### src/rtl/chain_pkg.sv
// Shared types and helpers for the proc_chain stream test block.
package chain_pkg;

  typedef enum logic [1:0] {IDLE, RUN, DONE} src_state_t;

  localparam int unsigned ERR_W = 16;

  // Word the sink expects at position idx after 'stages' adders of 'inc' each.
  // Callers truncate to their stream width, so wrapping matches the datapath.
  function automatic logic [31:0] exp_word(input logic [31:0] idx, input logic [31:0] stages,
                                           input logic [31:0] inc);
    return idx + stages * inc;
  endfunction

endpackage

### src/rtl/chain_fifo.sv
// Valid/ready synchronous FIFO with registered occupancy and no fall-through.
module chain_fifo #(
  parameter int unsigned DATA_WIDTH = 16,
  parameter int unsigned DEPTH      = 5
) (
  input  logic                  i_clk,
  input  logic                  i_rst,
  input  logic                  i_valid,
  input  logic [DATA_WIDTH-1:0] i_data,
  output logic                  o_ready,
  output logic                  o_valid,
  output logic [DATA_WIDTH-1:0] o_data,
  input  logic                  i_ready
);

  localparam int unsigned PTR_W = (DEPTH > 1) ? $clog2(DEPTH) : 1;
  localparam int unsigned OCC_W = $clog2(DEPTH + 1);

  logic [DATA_WIDTH-1:0] r_mem [DEPTH];
  logic [PTR_W-1:0]      r_wr_ptr;
  logic [PTR_W-1:0]      r_rd_ptr;
  logic [OCC_W-1:0]      r_occ;
  logic                  w_push;
  logic                  w_pop;

  // Ready and valid come only from registered occupancy.
  assign o_ready = (r_occ != OCC_W'(DEPTH));
  assign o_valid = (r_occ != '0);
  assign o_data  = r_mem[r_rd_ptr];
  assign w_push  = i_valid & o_ready;
  assign w_pop   = o_valid & i_ready;

  // Pointer and occupancy update.
  always_ff @(posedge i_clk or negedge i_rst) begin
    if (!i_rst) begin
      r_wr_ptr <= '0;
      r_rd_ptr <= '0;
      r_occ    <= '0;
    end else begin
      if (w_push) begin
        r_wr_ptr <= (r_wr_ptr == PTR_W'(DEPTH - 1)) ? '0 : r_wr_ptr + PTR_W'(1);
      end
      if (w_pop) begin
        r_rd_ptr <= (r_rd_ptr == PTR_W'(DEPTH - 1)) ? '0 : r_rd_ptr + PTR_W'(1);
      end
      if (w_push && !w_pop) begin
        r_occ <= r_occ + OCC_W'(1);
      end else if (!w_push && w_pop) begin
        r_occ <= r_occ - OCC_W'(1);
      end
    end
  end

  // Storage array; contents need no reset since occupancy gates visibility.
  always_ff @(posedge i_clk) begin
    if (w_push) begin
      r_mem[r_wr_ptr] <= i_data;
    end
  end

endmodule

### src/rtl/proc_chain.sv
// Counter source -> NUM_STAGES x (FIFO + add register) -> checking sink.
module proc_chain
  import chain_pkg::*;
#(
  parameter int unsigned DATA_WIDTH  = 16,
  parameter int unsigned SOCKET_SIZE = 5,
  parameter int unsigned NUM_STAGES  = 2,
  parameter int unsigned MAX_VAL     = 256,
  parameter int unsigned STAGE_INC   = 1,
  parameter int unsigned CNT_W       = $clog2(MAX_VAL + 1)
) (
  input  logic                  i_clk,
  input  logic                  i_rst,
  input  logic                  i_dv,
  input  logic                  i_sink_ready,
  output logic [DATA_WIDTH-1:0] o_data,
  output logic [CNT_W-1:0]      o_rx_count,
  output logic [ERR_W-1:0]      o_err_count,
  output logic                  o_busy,
  output logic                  o_done
);

  src_state_t            r_state;
  src_state_t            w_state_next;
  logic [DATA_WIDTH-1:0] r_src_val;
  logic [CNT_W-1:0]      r_src_cnt;
  logic                  w_src_valid;
  logic                  w_src_ready;
  logic                  w_src_acc;
  logic                  w_last_acc;
  logic                  w_frame_start;

  logic [NUM_STAGES-1:0] w_in_valid;
  logic [NUM_STAGES-1:0] w_in_ready;
  logic [NUM_STAGES-1:0] w_mid_valid;
  logic [NUM_STAGES-1:0] w_mid_ready;
  logic [NUM_STAGES-1:0] w_out_valid;
  logic [NUM_STAGES-1:0] w_out_ready;
  logic [DATA_WIDTH-1:0] w_in_data  [NUM_STAGES];
  logic [DATA_WIDTH-1:0] w_mid_data [NUM_STAGES];
  logic [DATA_WIDTH-1:0] w_out_data [NUM_STAGES];

  logic [DATA_WIDTH-1:0] r_sink_data;
  logic [CNT_W-1:0]      r_rx_count;
  logic [ERR_W-1:0]      r_err_count;
  logic                  w_sink_acc;
  logic [DATA_WIDTH-1:0] w_exp;

  assign w_src_valid   = (r_state == RUN) & i_dv;
  assign w_src_ready   = w_in_ready[0];
  assign w_src_acc     = w_src_valid & w_src_ready;
  assign w_last_acc    = w_src_acc & (r_src_cnt == CNT_W'(MAX_VAL - 1));
  assign w_frame_start = (r_state == IDLE) & i_dv;

  // Source FSM next-state.
  always_comb begin
    w_state_next = r_state;
    unique case (r_state)
      IDLE:    if (i_dv) w_state_next = RUN;
      RUN:     if (w_last_acc) w_state_next = DONE;
      DONE:    if (o_done && !i_dv) w_state_next = IDLE;
      default: w_state_next = IDLE;
    endcase
  end

  // Source state, value and accept counter; the count ends the frame since the value may wrap.
  always_ff @(posedge i_clk or negedge i_rst) begin
    if (!i_rst) begin
      r_state   <= IDLE;
      r_src_val <= '0;
      r_src_cnt <= '0;
    end else begin
      r_state <= w_state_next;
      if (w_frame_start) begin
        r_src_val <= '0;
        r_src_cnt <= '0;
      end else if (w_src_acc) begin
        r_src_val <= r_src_val + DATA_WIDTH'(1);
        r_src_cnt <= r_src_cnt + CNT_W'(1);
      end
    end
  end

  for (genvar k = 0; k < NUM_STAGES; k++) begin : g_stage
    logic                  r_valid;
    logic [DATA_WIDTH-1:0] r_data;

    if (k == 0) begin : g_head
      assign w_in_valid[k] = w_src_valid;
      assign w_in_data[k]  = r_src_val;
    end else begin : g_link
      assign w_in_valid[k] = w_out_valid[k-1];
      assign w_in_data[k]  = w_out_data[k-1];
    end

    if (k == NUM_STAGES - 1) begin : g_tail
      assign w_out_ready[k] = i_sink_ready;
    end else begin : g_fwd
      assign w_out_ready[k] = w_in_ready[k+1];
    end

    chain_fifo #(
      .DATA_WIDTH (DATA_WIDTH),
      .DEPTH      (SOCKET_SIZE)
    ) u_fifo (
      .i_clk   (i_clk),
      .i_rst   (i_rst),
      .i_valid (w_in_valid[k]),
      .i_data  (w_in_data[k]),
      .o_ready (w_in_ready[k]),
      .o_valid (w_mid_valid[k]),
      .o_data  (w_mid_data[k]),
      .i_ready (w_mid_ready[k])
    );

    assign w_mid_ready[k] = ~r_valid | w_out_ready[k];
    assign w_out_valid[k] = r_valid;
    assign w_out_data[k]  = r_data;

    // Processing register: load in + STAGE_INC whenever the slot is free or draining.
    always_ff @(posedge i_clk or negedge i_rst) begin
      if (!i_rst) begin
        r_valid <= 1'b0;
        r_data  <= '0;
      end else if (w_mid_ready[k]) begin
        r_valid <= w_mid_valid[k];
        if (w_mid_valid[k]) begin
          r_data <= w_mid_data[k] + DATA_WIDTH'(STAGE_INC);
        end
      end
    end
  end

  assign w_sink_acc = w_out_valid[NUM_STAGES-1] & i_sink_ready;
  assign w_exp      = DATA_WIDTH'(exp_word(32'(r_rx_count), NUM_STAGES, STAGE_INC));

  // Sink checker: capture, count and compare against the expected sequence.
  always_ff @(posedge i_clk or negedge i_rst) begin
    if (!i_rst) begin
      r_sink_data <= '0;
      r_rx_count  <= '0;
      r_err_count <= '0;
    end else if (w_frame_start) begin
      r_sink_data <= '0;
      r_rx_count  <= '0;
      r_err_count <= '0;
    end else if (w_sink_acc) begin
      r_sink_data <= w_out_data[NUM_STAGES-1];
      r_rx_count  <= r_rx_count + CNT_W'(1);
      if ((w_out_data[NUM_STAGES-1] != w_exp) && (r_err_count != '1)) begin
        r_err_count <= r_err_count + ERR_W'(1);
      end
    end
  end

  assign o_data      = r_sink_data;
  assign o_rx_count  = r_rx_count;
  assign o_err_count = r_err_count;
  assign o_done      = (r_state == DONE) & (r_rx_count == CNT_W'(MAX_VAL));
  assign o_busy      = (r_state == RUN) | (|w_mid_valid) | (|w_out_valid);

endmodule
### config.mk
export PLATFORM = sky130hd
export DESIGN_NAME = proc_chain
export DESIGN_NICKNAME = d
export VERILOG_FILES = /design/src/rtl/chain_pkg.sv /design/src/rtl/chain_fifo.sv /design/src/rtl/proc_chain.sv
export SDC_FILE = /design/constraint.sdc
export NUM_CORES = 1
export LEC_CHECK = 0
export BUFFER_PORTS_ARGS = -buffer_cell sky130_fd_sc_hd__buf_2
export CAP_MARGIN = 20
export CORE_ASPECT_RATIO = 1.75
export CORE_UTILIZATION = 56
export DETAILED_ROUTE_END_ITERATION = 7
export PLACE_DENSITY = 0.73
export SETUP_SLACK_MARGIN = 0.5
export SYNTH_ARGS = -nofsm -noshare
export SYNTH_HDL_FRONTEND = slang
export SYNTH_SLANG_ARGS = --single-unit
### constraint.sdc
create_clock -name i_clk -period 3.1 [get_ports i_clk]
set_clock_uncertainty 0.05 [all_clocks]
set_input_delay 0.465 -clock i_clk [delete_from_list [all_inputs] [get_ports i_clk]]
set_output_delay 0.465 -clock i_clk [all_outputs]
set_load 0.02 [all_outputs]
# After elaboration in Yosys (flattened, before gate mapping)
# Memory sizes are Yosys's and may differ from the RTL's.
# Cells that the tools add are included.
# classes
n_addsub,15
n_eq_ne,15
n_mux,27
bitwise_logic,15
n_reduce_logical,25
# op_table
op,n
16-bit 2-to-1 mux,7
16-bit by 1-bit adder with 16-bit output (second input constant),4
9-bit 2-to-1 mux,4
3-bit 2-to-1 mux,8
3-bit by 1-bit adder with 3-bit output (second input constant),6
9-bit by 1-bit adder with 9-bit output (second input constant),2
16-bit by 10-bit != test with 1-bit output,1
16-bit != test (second input constant),1
3-bit == test (second input constant),4
9-bit by 2-bit adder with 10-bit output (second input constant),1
2-bit nonzero test,5
1-bit AND,9
9-bit by 8-bit == test with 1-bit output (second input constant),1
9-bit == test (second input constant),1
1-bit logical AND,6
2-bit 2-to-1 mux,3
2-bit != test (second input constant),3
3-bit != test (second input constant),2
2-bit one-hot mux with 3 select lines,1
2-bit AND reduction,3
3-bit nonzero test,2
3-bit by 1-bit subtractor with 3-bit output (second input constant),2
1-bit logical NOT,5
1-bit 2-to-1 mux,4
7 further kinds,12
# word_totals
register_bits,120
ram_bits,160
input_bits,4
output_inout_bits,43
elab_cells,115
memories,2
# mem_list
memory,words,word_bits,rd,rd_clocked_by_memory_dff,wr,line,source
g_stage[0].u_fifo.r_mem,5,16,1,0,1,chain_fifo.sv:19,logic [DATA_WIDTH-1:0] r_mem [DEPTH];
g_stage[1].u_fifo.r_mem,5,16,1,0,1,chain_fifo.sv:19,

# Depth between registers and ports, before layout
# Gate-level depths: netlist of the first run.
# depth
ltp_word,7
mapped_depth,12
depth_no_buf,10

# Cells and area by module
# Synthesis of the first run repeated with hierarchy kept, for this count alone.
# unflattened
cells_unflattened,1033
hier_area_um2,12922.4
# modules_own_cells
mod,instances,cells_each,area_each_um2
chain_fifo,2,221,3808.7
proc_chain,1,591,5305.1

# Least setup slack after synthesis of the first run
# No wires, ideal clock.
# synth_path
path_kind,register -> register
startpoint,register g_stage[1].u_fifo.r_occ[0]
endpoint,memory g_stage[1].u_fifo.r_mem[4][0] (enable)
arrival_time_ps,2412
required_ps,2614
setup_slack_ps,202
path_stages_with_launch,4
path_buffers,0
synth_period_minus_slack_ps,2898
cell_sequence,dfrtp_1 nand2_1 o21ai_1 nor4b_1
# synth_between
elab_chain_len,4
# synth_rtl
item,line,source
"start, declared",chain_fifo.sv:22,logic [OCC_W-1:0] r_occ;
"start signal, assigned",chain_fifo.sv:47,r_occ <= r_occ + OCC_W'(1);
"start signal, assigned",chain_fifo.sv:49,r_occ <= r_occ - OCC_W'(1);
3-bit != test,chain_fifo.sv:27,assign o_ready = (r_occ != OCC_W'(DEPTH));
1-bit AND,chain_fifo.sv:30,assign w_push = i_valid & o_ready;
1-bit 2-to-1 mux,chain_fifo.sv:56,if (w_push) begin
1-bit 2-to-1 mux (implied by the code),chain_fifo.sv:57,r_mem[r_wr_ptr] <= i_data;
"end, declared",chain_fifo.sv:19,
# No other way between the ends.

# Worst setup path in the final report of the first run
# layout_path
startpoint,register g_stage[0].u_fifo.r_rd_ptr[0]
endpoint,register g_stage[0].r_data[13]
# layout_between
elab_chain_len,2
# layout_rtl
item,line,source
"start, declared",chain_fifo.sv:21,logic [PTR_W-1:0] r_rd_ptr;
"start signal, assigned",chain_fifo.sv:44,r_rd_ptr <= (r_rd_ptr == PTR_W'(DEPTH - 1)) ? '0 : r_rd_ptr + PTR_W'(1);
memory read 5 x 16 bit,--,
16-bit by 1-bit adder with 16-bit output,proc_chain.sv:128,r_data <= w_mid_data[k] + DATA_WIDTH'(STAGE_INC);
"end signal, assigned",proc_chain.sv:128,
"end, declared",proc_chain.sv:86,logic [DATA_WIDTH-1:0] r_data;
# No other way between the ends.
# A chain may end at the register's enable or synchronous reset.

==> metrics.txt, run 1 <==
most frequent cells in the layout edfxtp_1 (160), nand2_1 (155), dfrtp_1 (111); Yosys cell types 64; via count 7811; status completed; Max-cap violations 0; initial antenna violation count 0; Post-Syn Area between 10000 and 15000 um2; Gate power share between 30% and 40%; Final Hold Slack 0.200 ns; DRC 0; Final Hold Fails 0; crit path cell chain buf_4, mux2i_1, a2bb2oi_1, nand4_1, nor4_4, nand3_1, xnor2_1, o311ai_0; HP Start i_sink_ready; WP data required approximately 3.5 ns; switching pwr ~5.0 mW; Final Slew Violations 0; P per Cell Area 1000 nW/um2; Hold/Removal Path Class in2reg; unrepaired setup endpoints after global routing true; Final Power ~14 mW; CP Launch Point g_stage[0].u_fifo.r_rd_ptr[0]; Max IR drop VDD approximately 530 uV; Reg2Reg Launch Point g_stage[0].u_fifo.r_rd_ptr[0]; CTS tree built; largest net degree at the start of global routing 54; top post-synthesis cells by area edfxtp_1 (38%), dfrtp_1 (24%), nand2_1 (4.7%); CTS clk-pin slew, worst paths 0.07 ns; CP Buf/Inv Count 1; sequential power share around 45%; Post-synth EDFFs 160; Final WS setup 0.626 ns; Mapped Cells 1006; Switching Share 34.9%; Int Pwr 9.24 mW; # nets final ~1100; CP arrival ~2.8 ns; period utilization approximately 80%; placed insts ~1300; Starting Density roughly 57%; I/O pins between 40 and 50; CTS Buf Count 25; vias per cell approximately 5.6; synthesized flop and latch total 280; Port-buffer cells 46; clk sink count 280; Area growth, synth to finish 13.5%; root buffer cell clkbuf_16; number of global-route vias before repair 7869; DP Worst Slack approximately 0.32 ns; most common cell after layout, fill and taps aside edfxtp_1; ys async rst share approximately 43%; Worst-Margin Slew 0.688 ns; CP max stage delay approximately 0.58 ns; Pre-antenna DRT Iters 4; GR Overflow Total 0; Iteration-0 DRC Markers between 300 and 400; highest clock rate between 400 and 500 MHz; ant diodes 0; final-report setup violation count 0; Slowest-stage cell, CP dfrtp_4; fin crit period between 2 and 2.5 ns; Antenna Nets Post-Route 0; total negative setup slack 0 ns; top-area cell type share of the netlist area 38.4%; syn_nets roughly 1000; worst setup path category reg2reg; H-tree Lvls 1; leading area contributor after synthesis edfxtp_1; first-pass GRT wire length 39200 um; clock network fraction of total power around 22%; share of post-route cells with drive strength above 1 ~17%; Core ar. 22000 um2; crit start category flop; Main synth FF type edfxtp_1; WL/cell around 17 um; # rows 72; non-filler cells, final between 1000 and 1500; worst-path fanout max 13; GRT Util Overall approximately 22%; die height approximately 200 um; routed wire length 24200 um; Rel. slew slack 54.1%; cell family with most CP delay simple AND/OR/NAND/NOR gates; Pleak 5.54 nW; Seq/Total Area, Yosys a little over three fifths; Die ar. around 23000 um2; Synth Warn # 0; Crit. End Element flop; GP Congestion about 0.85; synthesized area per cell 12.4 um2; Max clock buf depth 3; clk_lat worst skew 0.52 ns; Die W around 110 um; hpwl dp about 17000 um
[Yosys cell counts (6+ instances only)]
library cell and number:
edfxtp_1 160, nand2_1 155, dfrtp_1 120, o21ai_0 58
nor2_1 50, nand3_1 45, a21oi_1 38, xor2_1 38
xnor2_1 32, mux2i_1 29, clkbuf_1 25, inv_1 23
nand4_1 23, mux4_2 22, or3_1 20, ha_1 19
nor4_1 12, and3_1 10, nor3_1 10, a2bb2oi_1 7
a31oi_1 7, buf_2 7, o21ai_2 7, and2_1 6
nor2b_1 6, o31ai_1 6
[final timing paths]
kind,depth (start not counted),slack (ns),end
setup reg to reg,8,0.63,g_stage[0].r_data[13]
hold / removal,3,0.20,g_stage[1].r_valid
min in group asynchronous,2,0.47,o_rx_count[6]
hold reg to reg,1,0.44,g_stage[0].u_fifo.r_occ[2]
setup / recovery,8,0.63,g_stage[0].r_data[13]
max in group asynchronous,3,1.68,g_stage[0].u_fifo.r_rd_ptr[0]
[sequential cells by signal, summed over array words and instances, names as in the netlist]
| signal | cells |
|---|---|
| g_stage.u_fifo.r_occ | 6 |
| o_rx_count | 9 |
| r_state | 2 |
| r_src_cnt | 9 |
| r_src_val | 16 |
| o_err_count | 16 |
| g_stage.r_valid | 2 |
| g_stage.r_data | 32 |
| g_stage.u_fifo.r_rd_ptr | 6 |
| o_data | 16 |
| g_stage.u_fifo.r_wr_ptr | 6 |
| g_stage.u_fifo.r_mem | 160 |
[routing by layer]
layer | global-route usage (%) | up-vias | wire length, um
li1 | - | 3808 | -
met4 | 8.32 | 0 | 698
met1 | 24.4 | 3842 | 9130
met5 | 0 | - | 0
met3 | 2.40 | 47 | 652
met2 | 43.0 | 114 | 13700
[power groups by stage]
stage,sequential [mW],combinational [mW],clock (mW)
after floorplan,6.16,3.46,0
after global placement,6.31,4.56,0
after detailed placement,6.38,4.69,0
after CTS,6.34,4.74,3.20
after global routing,6.49,5.30,3.34
final,6.33,4.73,3.15
[per-stage QoR]
stage | cell area [um2] | util [%]
2_1_floorplan | 12500 | -
3_3_place_gp | 13300 | 60.4
3_5_place_dp | 13300 | 60.4
4_1_cts | 14100 | 64.3
5_1_grt | 14200 | 64.6
6_report | 14200 | 64.6
[cell type report]
type,instances,area [um2]
tap,296,370
clock buffer,38,724
multi-input combinational,659,4510
timing repair buffer,85,553
inverter,26,97.6
fill,1707,7790
sequential,280,7820
clock inverter,7,109
[cell families (layout without fill, tap and decap cells)]
group	count (synthesis)	after routing	share of synthesized area, %
XOR/XNOR	70	70	4.90
buffers and inverters	67	156	2.42
adder cells (fa/ha/maj)	21	21	2.22
AO/OA/AOI/OAI	156	156	7.78
multiplexers	56	56	6.74
AND/OR/NAND/NOR	356	356	13.5
flip-flops	280	280	62.4
[tightest hold or removal path, delay by kind of cell]
family | cells | cell delay, ns
AND/OR/NAND/NOR | 2 | 0.18
buffers and inverters | 1 | 0.09
[repair_timing]
action                     4_1_cts  5_1_grt
hold buffers                     1        0
hold endpoints to repair        51        0
buffers inserted                 1        3
pin swaps                        1        4
setup endpoints to repair       13       24
gates resized for setup          5       13
Note: power is estimated with default switching activity, not from simulation.
==> run 2: changes to the inputs <==
Settings changed: ABC_AREA set to 1, CORE_UTILIZATION 56 to 62, PLACE_DENSITY 0.73 to 0.77.
Clock period 3.1 ns to 2.43 ns, I/O delays scaled along.
==> metrics.txt, run 2 <==
Final Slew Violations 0 (unchanged); cell family with most CP delay flip-flops; routed wire length 32600 um (+35%); Die ar. 22600 um2 (-1.5%); Iteration-0 DRC Markers 801 (+110%); Post-Syn Area 13600 um2 (+9.0%); CTS Buf Count 26 (+4.0%); most common cell in the synthesized netlist nand2_1; max reg flops 160 (unchanged); Pre-antenna DRT Iters 5 (+1); Synth Warn # 0 (unchanged); top-area cell type share of the netlist area 35.3% (-3.2 points); Post-synth top cells nand2_1 (397), inv_1 (221), edfxtp_1 (160); Gate power share 43.5% (+10 points); Max IR drop VDD 709 uV (+34%); clk sink count 280 (unchanged); first-pass GRT wire length 50800 um (+30%); Area growth, synth to finish 20.3%; crit path cell chain inv_1, nand2_1, nor4_2, nand2_1, buf_6; Starting Density 63.4% (+6.5 points); CTS clk-pin slew, worst paths 0.07 ns (about the same); hpwl dp 20600 um (+20%); H-tree Lvls 1 (unchanged); unrepaired setup endpoints after global routing true; Max-cap violations 0 (unchanged); status completed; most common cell after layout, fill and taps aside nand2_1; clk_lat worst skew 0.55 ns (+0.03 ns); top flop regs g_stage.u_fifo.r_mem: 160 flops, g_stage.r_data: 32 flops; final-report setup violation count 0 (unchanged); Crit. End Element output port; GR Overflow Total 0 (unchanged); Seq/Total Area, Yosys 57.3% (-5.2 points); DRC 0 (unchanged); clock network fraction of total power 19.5% (-2.6 points); Die W 114 um (-0.76%); syn_nets 1513 (+47%); worst-path fanout max 2 (-11); share of post-route cells with drive strength above 1 23.2% (+5.9 points); switching pwr 8.86 mW (+79%); most frequent cells in the layout nand2_1 (364), inv_1 (205), edfxtp_1 (160); fin crit period about 2.1 ns; non-filler cells, final 1927 (+39%); Post-synth EDFFs 160 (unchanged); ant diodes 0 (unchanged); synthesized flop and latch total 280 (unchanged); Final Hold Fails 0 (unchanged); Max clock buf depth 3 (unchanged); Slowest-stage cell, CP dfrtp_1; Most flops, register g_stage.u_fifo.r_mem; GRT Util Overall 28.8% (+6.6 points); synthesized area per cell 9.16 um2 (-26%); Antenna Nets Post-Route 0 (unchanged); # nets final 1640 (+49%); Mapped Cells 1488 (+48%); WL/cell 16.9 um (-2.7%); P per Cell Area 1310 nW/um2 (+31%); Core ar. 21500 um2 (-2.2%); GP Congestion 0.926 (+9.3%); # rows 71 (-1.4%); CP Buf/Inv Count 2 (+1); period utilization a little under nine tenths; Hold/Removal Path Class in2reg; vias per cell 5.51 (-1.9%); total negative setup slack 0 ns (unchanged); crit start category flop; number of global-route vias before repair 10552 (+34%); Switching Share 41.2% (+6.3 points); ys async rst share 42.9% (unchanged); highest clock rate about 480 MHz; Int Pwr 12.6 mW (+37%); Main synth FF type edfxtp_1; CP max stage delay 0.44 ns (-0.14 ns); Yosys cell types 45 (-30%); die height 198 um (-0.77%); Port-buffer cells 46 (unchanged); top post-synthesis cells by area edfxtp_1 (35%), dfrtp_1 (22%), nand2_1 (11%); Worst-Margin Slew 0.660 ns (-0.0283 ns); CP arrival 1.67 ns (-1.17 ns); Worst path most repeated cell nand2_1; worst setup path category reg2out; Rel. slew slack 56.0% (+1.9 points); sequential power share 37.1% (-7.4 points); Pleak 7.50 nW (+35%); fill cell count 1389 (-19%); multi-input logic area 5280 um2 (+17%); WP data required 2.02 ns (-1.44 ns); CTS tree built; Reg area 7820 um2 (about the same); leading area contributor after synthesis edfxtp_1; placed insts 1815 (+35%); initial antenna violation count 0 (unchanged); largest net degree at the start of global routing 49 (-9.3%); via count 10610 (+36%); root buffer cell clkbuf_16; I/O pins 47 (unchanged)
==> run 2: cell count changes in the layout (fill, tap and decap cells not counted), sizes merged, moves of 25 or more <==
cell and change:
or2 +27, xnor2 -25, nor2 +58, buf +59, nand2 +250, mux2i -29
inv +206, nand3 +102
==> run 2: kinds of logic after synthesis <==
kind of cell	share of synthesized area, %
XOR/XNOR	1.99
AO/OA/AOI/OAI	5.49
AND/OR/NAND/NOR	24.8
flip-flops	57.3
adder cells (fa/ha/maj)	2.04
buffers and inverters	8.39
==> run 2: layout make-up <==
class | instances | area share (%)
clock buffers | 34 | 4.34
clock inverters | 14 | 0.954
inverters | 228 | 5.43
multi-input cells | 932 | 32.2
flip-flops and latches | 280 | 47.7
well taps | 292 | 2.23
repair buffers | 145 | 7.08
repair inverters | 2 | 0.0611
==> run 2: what timing repair did <==
action / 4_1_cts / 5_1_grt
endpoints found under the hold margin: 38 / 0
cloned: 3 / 1
pin swaps: 19 / 47
gates resized for setup: 73 / 102
setup buffers: 37 / 22
hold buffers: 1 / 0
endpoints found under the setup margin: 61 / 75
==> run 2: final timing paths <==
| kind | slack [ns] | startpoint | to | depth (start not counted) |
|---|---|---|---|---|
| worst max-delay path | 0.34 | g_stage[0].u_fifo.r_occ[2] | o_busy | 5 |
| min in group asynchronous | 0.34 | i_rst | g_stage[0].r_data[14] | 2 |
| max in group asynchronous | 1.31 | i_rst | r_src_cnt[3] | 3 |
| worst max register to register | 0.37 | g_stage[1].u_fifo.r_rd_ptr[0] | g_stage[1].r_data[4] | 14 |
| worst min register to register | 0.45 | g_stage[0].u_fifo.r_wr_ptr[2] | g_stage[0].u_fifo.r_wr_ptr[2] | 2 |
| worst min-delay path | 0.04 | i_sink_ready | g_stage[1].r_valid | 4 |
==> run 2: metrics by stage <==
stage	util, %	setup WS [ns]	area (um2)	hold slack [ns]	power, mW
final	76.3	0.343	16400	0.0434	21.5
after global routing	76.3	0.285	16400	0.0539	22.9
after CTS	73.7	0.379	15800	0.0264	20.3
after detailed placement	66.9	0.231	14400	0.377	15.2
after global placement	66.9	0.281	14400	0.375	15.0
after floorplan	-	0.204	13700	0.0189	13.2
==> run 2: power by group through the flow <==
stage,logic (mW),registers [mW],clock network [mW]
after floorplan,5.42,7.82,0
after global placement,7.08,7.91,0
after detailed placement,7.26,7.97,0
after CTS,8.22,7.89,4.21
after global routing,10.4,8.12,4.39
final,9.35,7.96,4.18
==> run 2: metal layers <==
metal | vias to the layer above | part of all wire [%] | global-route usage, % | routed length, um
met5 | - | 0 | 0 | 0
met3 | 134 | 4.6 | 4.04 | 1500
met4 | 0 | 5.8 | 18.7 | 1880
li1 | 5087 | - | - | -
met2 | 365 | 54 | 52.3 | 17700
met1 | 5024 | 35 | 30.8 | 11500
==> run 2: worst min-delay path, stage by stage <==
cell and delay (ns):
buf_2 0.09, inv_1 0.05, nand2_1 0.05, nand2_1 0.04
==> run 3: changes to the inputs <==
Settings changed: CORE_UTILIZATION 62 to 65, CTS_BUF_LIST set to sky130_fd_sc_hd__clkbuf_4, PLACE_DENSITY 0.77 to 0.8.
==> metrics.txt, run 3 (synthesis gave the netlist of run 2 again) <==
status finished with violations; failing checks design-rule violations; die height 194 um (-2.3%); Max clock buf depth 3 (unchanged); most common cell after layout, fill and taps aside nand2_1; Most flops, register g_stage.u_fifo.r_mem; share of post-route cells with drive strength above 1 30.0% (+6.7 points); DRC 3 (+3); Worst R2R Setup Slack 0.02 ns (-0.35 ns); Final Power 22.8 mW (+5.9%); clk_lat worst skew 0.72 ns (+0.17 ns); I/O pins 47 (unchanged); GP Congestion 0.928 (+0.31%); fill cell count 1107 (-20%); crit start category flop; clk sink count 280 (unchanged); final-report setup violation count 0 (unchanged); max reg flops 160 (unchanged); unrepaired setup endpoints after global routing true; fin crit period 2.41 ns (+0.326 ns); Iteration-0 DRC Markers 996 (+24%); routed wire length 39000 um (+20%); final core occ 82.2% (+5.9 points); Hold/Removal Path Class in2async; Crit. End Element flop; Pleak 7.79 nW (+3.9%); via count 11813 (+11%); Die W 111 um (-2.3%); WL/cell 19.8 um (+17%); # nets final 1694 (+3.3%); Area growth, synth to finish 23.4%; top flop regs g_stage.u_fifo.r_mem: 160 flops, g_stage.r_data: 32 flops; hpwl dp 21300 um (+3.7%); number of global-route vias before repair 11571 (+9.7%); P per Cell Area 1350 nW/um2 (+3.3%); root buffer cell clkbuf_4; Starting Density 66.6% (+3.2 points); Rel. slew slack 66.6% (+11 points); Worst-Margin Slew 0.495 ns (-0.165 ns); Final Slew Violations 0 (unchanged); Core ar. 20500 um2 (-4.8%); worst setup path category reg2reg; CTS tree built; GRT Util Overall 32.5% (+3.7 points); # rows 69 (-2.8%); H-tree Lvls 3 (+2); Die ar. 21600 um2 (-4.6%); Antenna Nets Post-Route 0 (unchanged); Port-buffer cells 46 (unchanged); Max-cap violations 0 (unchanged); largest net degree at the start of global routing 51 (+4.1%); WP data required 2.92 ns (+0.90 ns); Final Hold Fails 0 (unchanged); CP arrival 2.90 ns (+1.23 ns); worst-path fanout max 18 (+16); vias per cell 6.00 (+9.0%); Pre-antenna DRT Iters 8 (+3); Max IR drop VDD 903 uV (+27%); initial antenna violation count 1 (+1); CTS clk-pin slew, worst paths 0.09 ns (+0.02 ns); first-pass GRT wire length 55200 um (+8.5%); CTS Buf Count 66 (+150%); period utilization 99.3% (+13 points); GR Overflow Total 0 (unchanged); most frequent cells in the layout nand2_1 (338), inv_1 (201), edfxtp_1 (160); highest clock rate 414 MHz (-13%)
-- run 3: changes by cell type in the layout (fill, tap and decap cells not counted), moves of 16 or more --
| cell | previous run | this run |
|---|---|---|
| clkbuf_16 | 28 | 1 |
| clkbuf_4 | 0 | 91 |
| clkinv_1 | 1 | 20 |
| nand2_1 | 364 | 338 |
| nand2_4 | 5 | 21 |
| nand3_1 | 129 | 96 |
| nand3_2 | 11 | 41 |
-- run 3: path summary, 6_finish.rpt --
kind	from	to	cells past startpoint
hold / removal	i_rst	g_stage[1].r_data[2]	2
setup / recovery	o_err_count[0]	o_err_count[5]	10
max in group asynchronous	i_rst	g_stage[0].u_fifo.r_wr_ptr[2]	3
min in group i_clk	i_dv	r_state[1]	3
hold reg to reg	r_src_cnt[3]	r_src_cnt[3]	1
setup reg to reg	o_err_count[0]	o_err_count[5]	10
-- run 3: area by class of cell --
type	count	area, um2	share of cell area, %
antenna	1	2.50	0.0149
clock buffer	91	683	4.06
clock inverter	27	136	0.811
inverter	228	895	5.32
multi-input combinational	933	5640	33.6
sequential	280	7820	46.5
tap	248	310	1.84
timing repair buffer	158	1310	7.77
timing repair inverter	2	20.0	0.119
-- run 3: stage by stage --
step           instance area, um2  instances  TNS (ns)  hold WS (ns)  setup WS (ns)
3_5_place_dp                14400       1775         0         0.291          0.157
5_1_grt                     16800       1968     -3.64         0.104         -0.257
2_1_floorplan               13700       1488         0        0.0189          0.204
4_1_cts                     16000       1936         0        0.0413          0.241
6_report                    16800       1968         0        0.0828         0.0169
3_3_place_gp                14400       1775         0         0.288          0.221
-- run 3: power by group --
part / switching (mW) / leakage, nW / internal (mW)
Clock: 1.96 / 0.484 / 1.86
Combinational: 6.88 / 4.34 / 4.01
Sequential: 1.29 / 2.96 / 6.77
-- run 3: what timing repair did --
| item | 4_1_cts | 5_1_grt |
|---|---|---|
| hold buffers | 2 | 0 |
| hold endpoints to repair | 90 | 0 |
| gates cloned | 5 | 1 |
| setup endpoints to repair | 50 | 56 |
| pin swaps | 43 | 107 |
| buffers inserted | 36 | 30 |
| gates resized for setup | 128 | 155 |
-- run 3: per-layer routing --
metal	part of all wire [%]	track usage (%)	vias to the layer above
met1	32	31.7	5617
met5	0	0	-
met4	8.5	23.6	0
li1	-	-	5235
met2	53	60.3	678
met3	6.5	6.05	283
-- run 3: worst max-delay path: stages, from the launching register on --
cell and delay, ns:
dfrtp_1 0.44, ha_1 0.27, nand3_2 0.17, nor2_4 0.17
nand3_1 0.15, nor2_1 0.21, nand4_1 0.18, nand2_1 0.12
inv_2 0.19, nand4_1 0.21, nand2_1 0.09
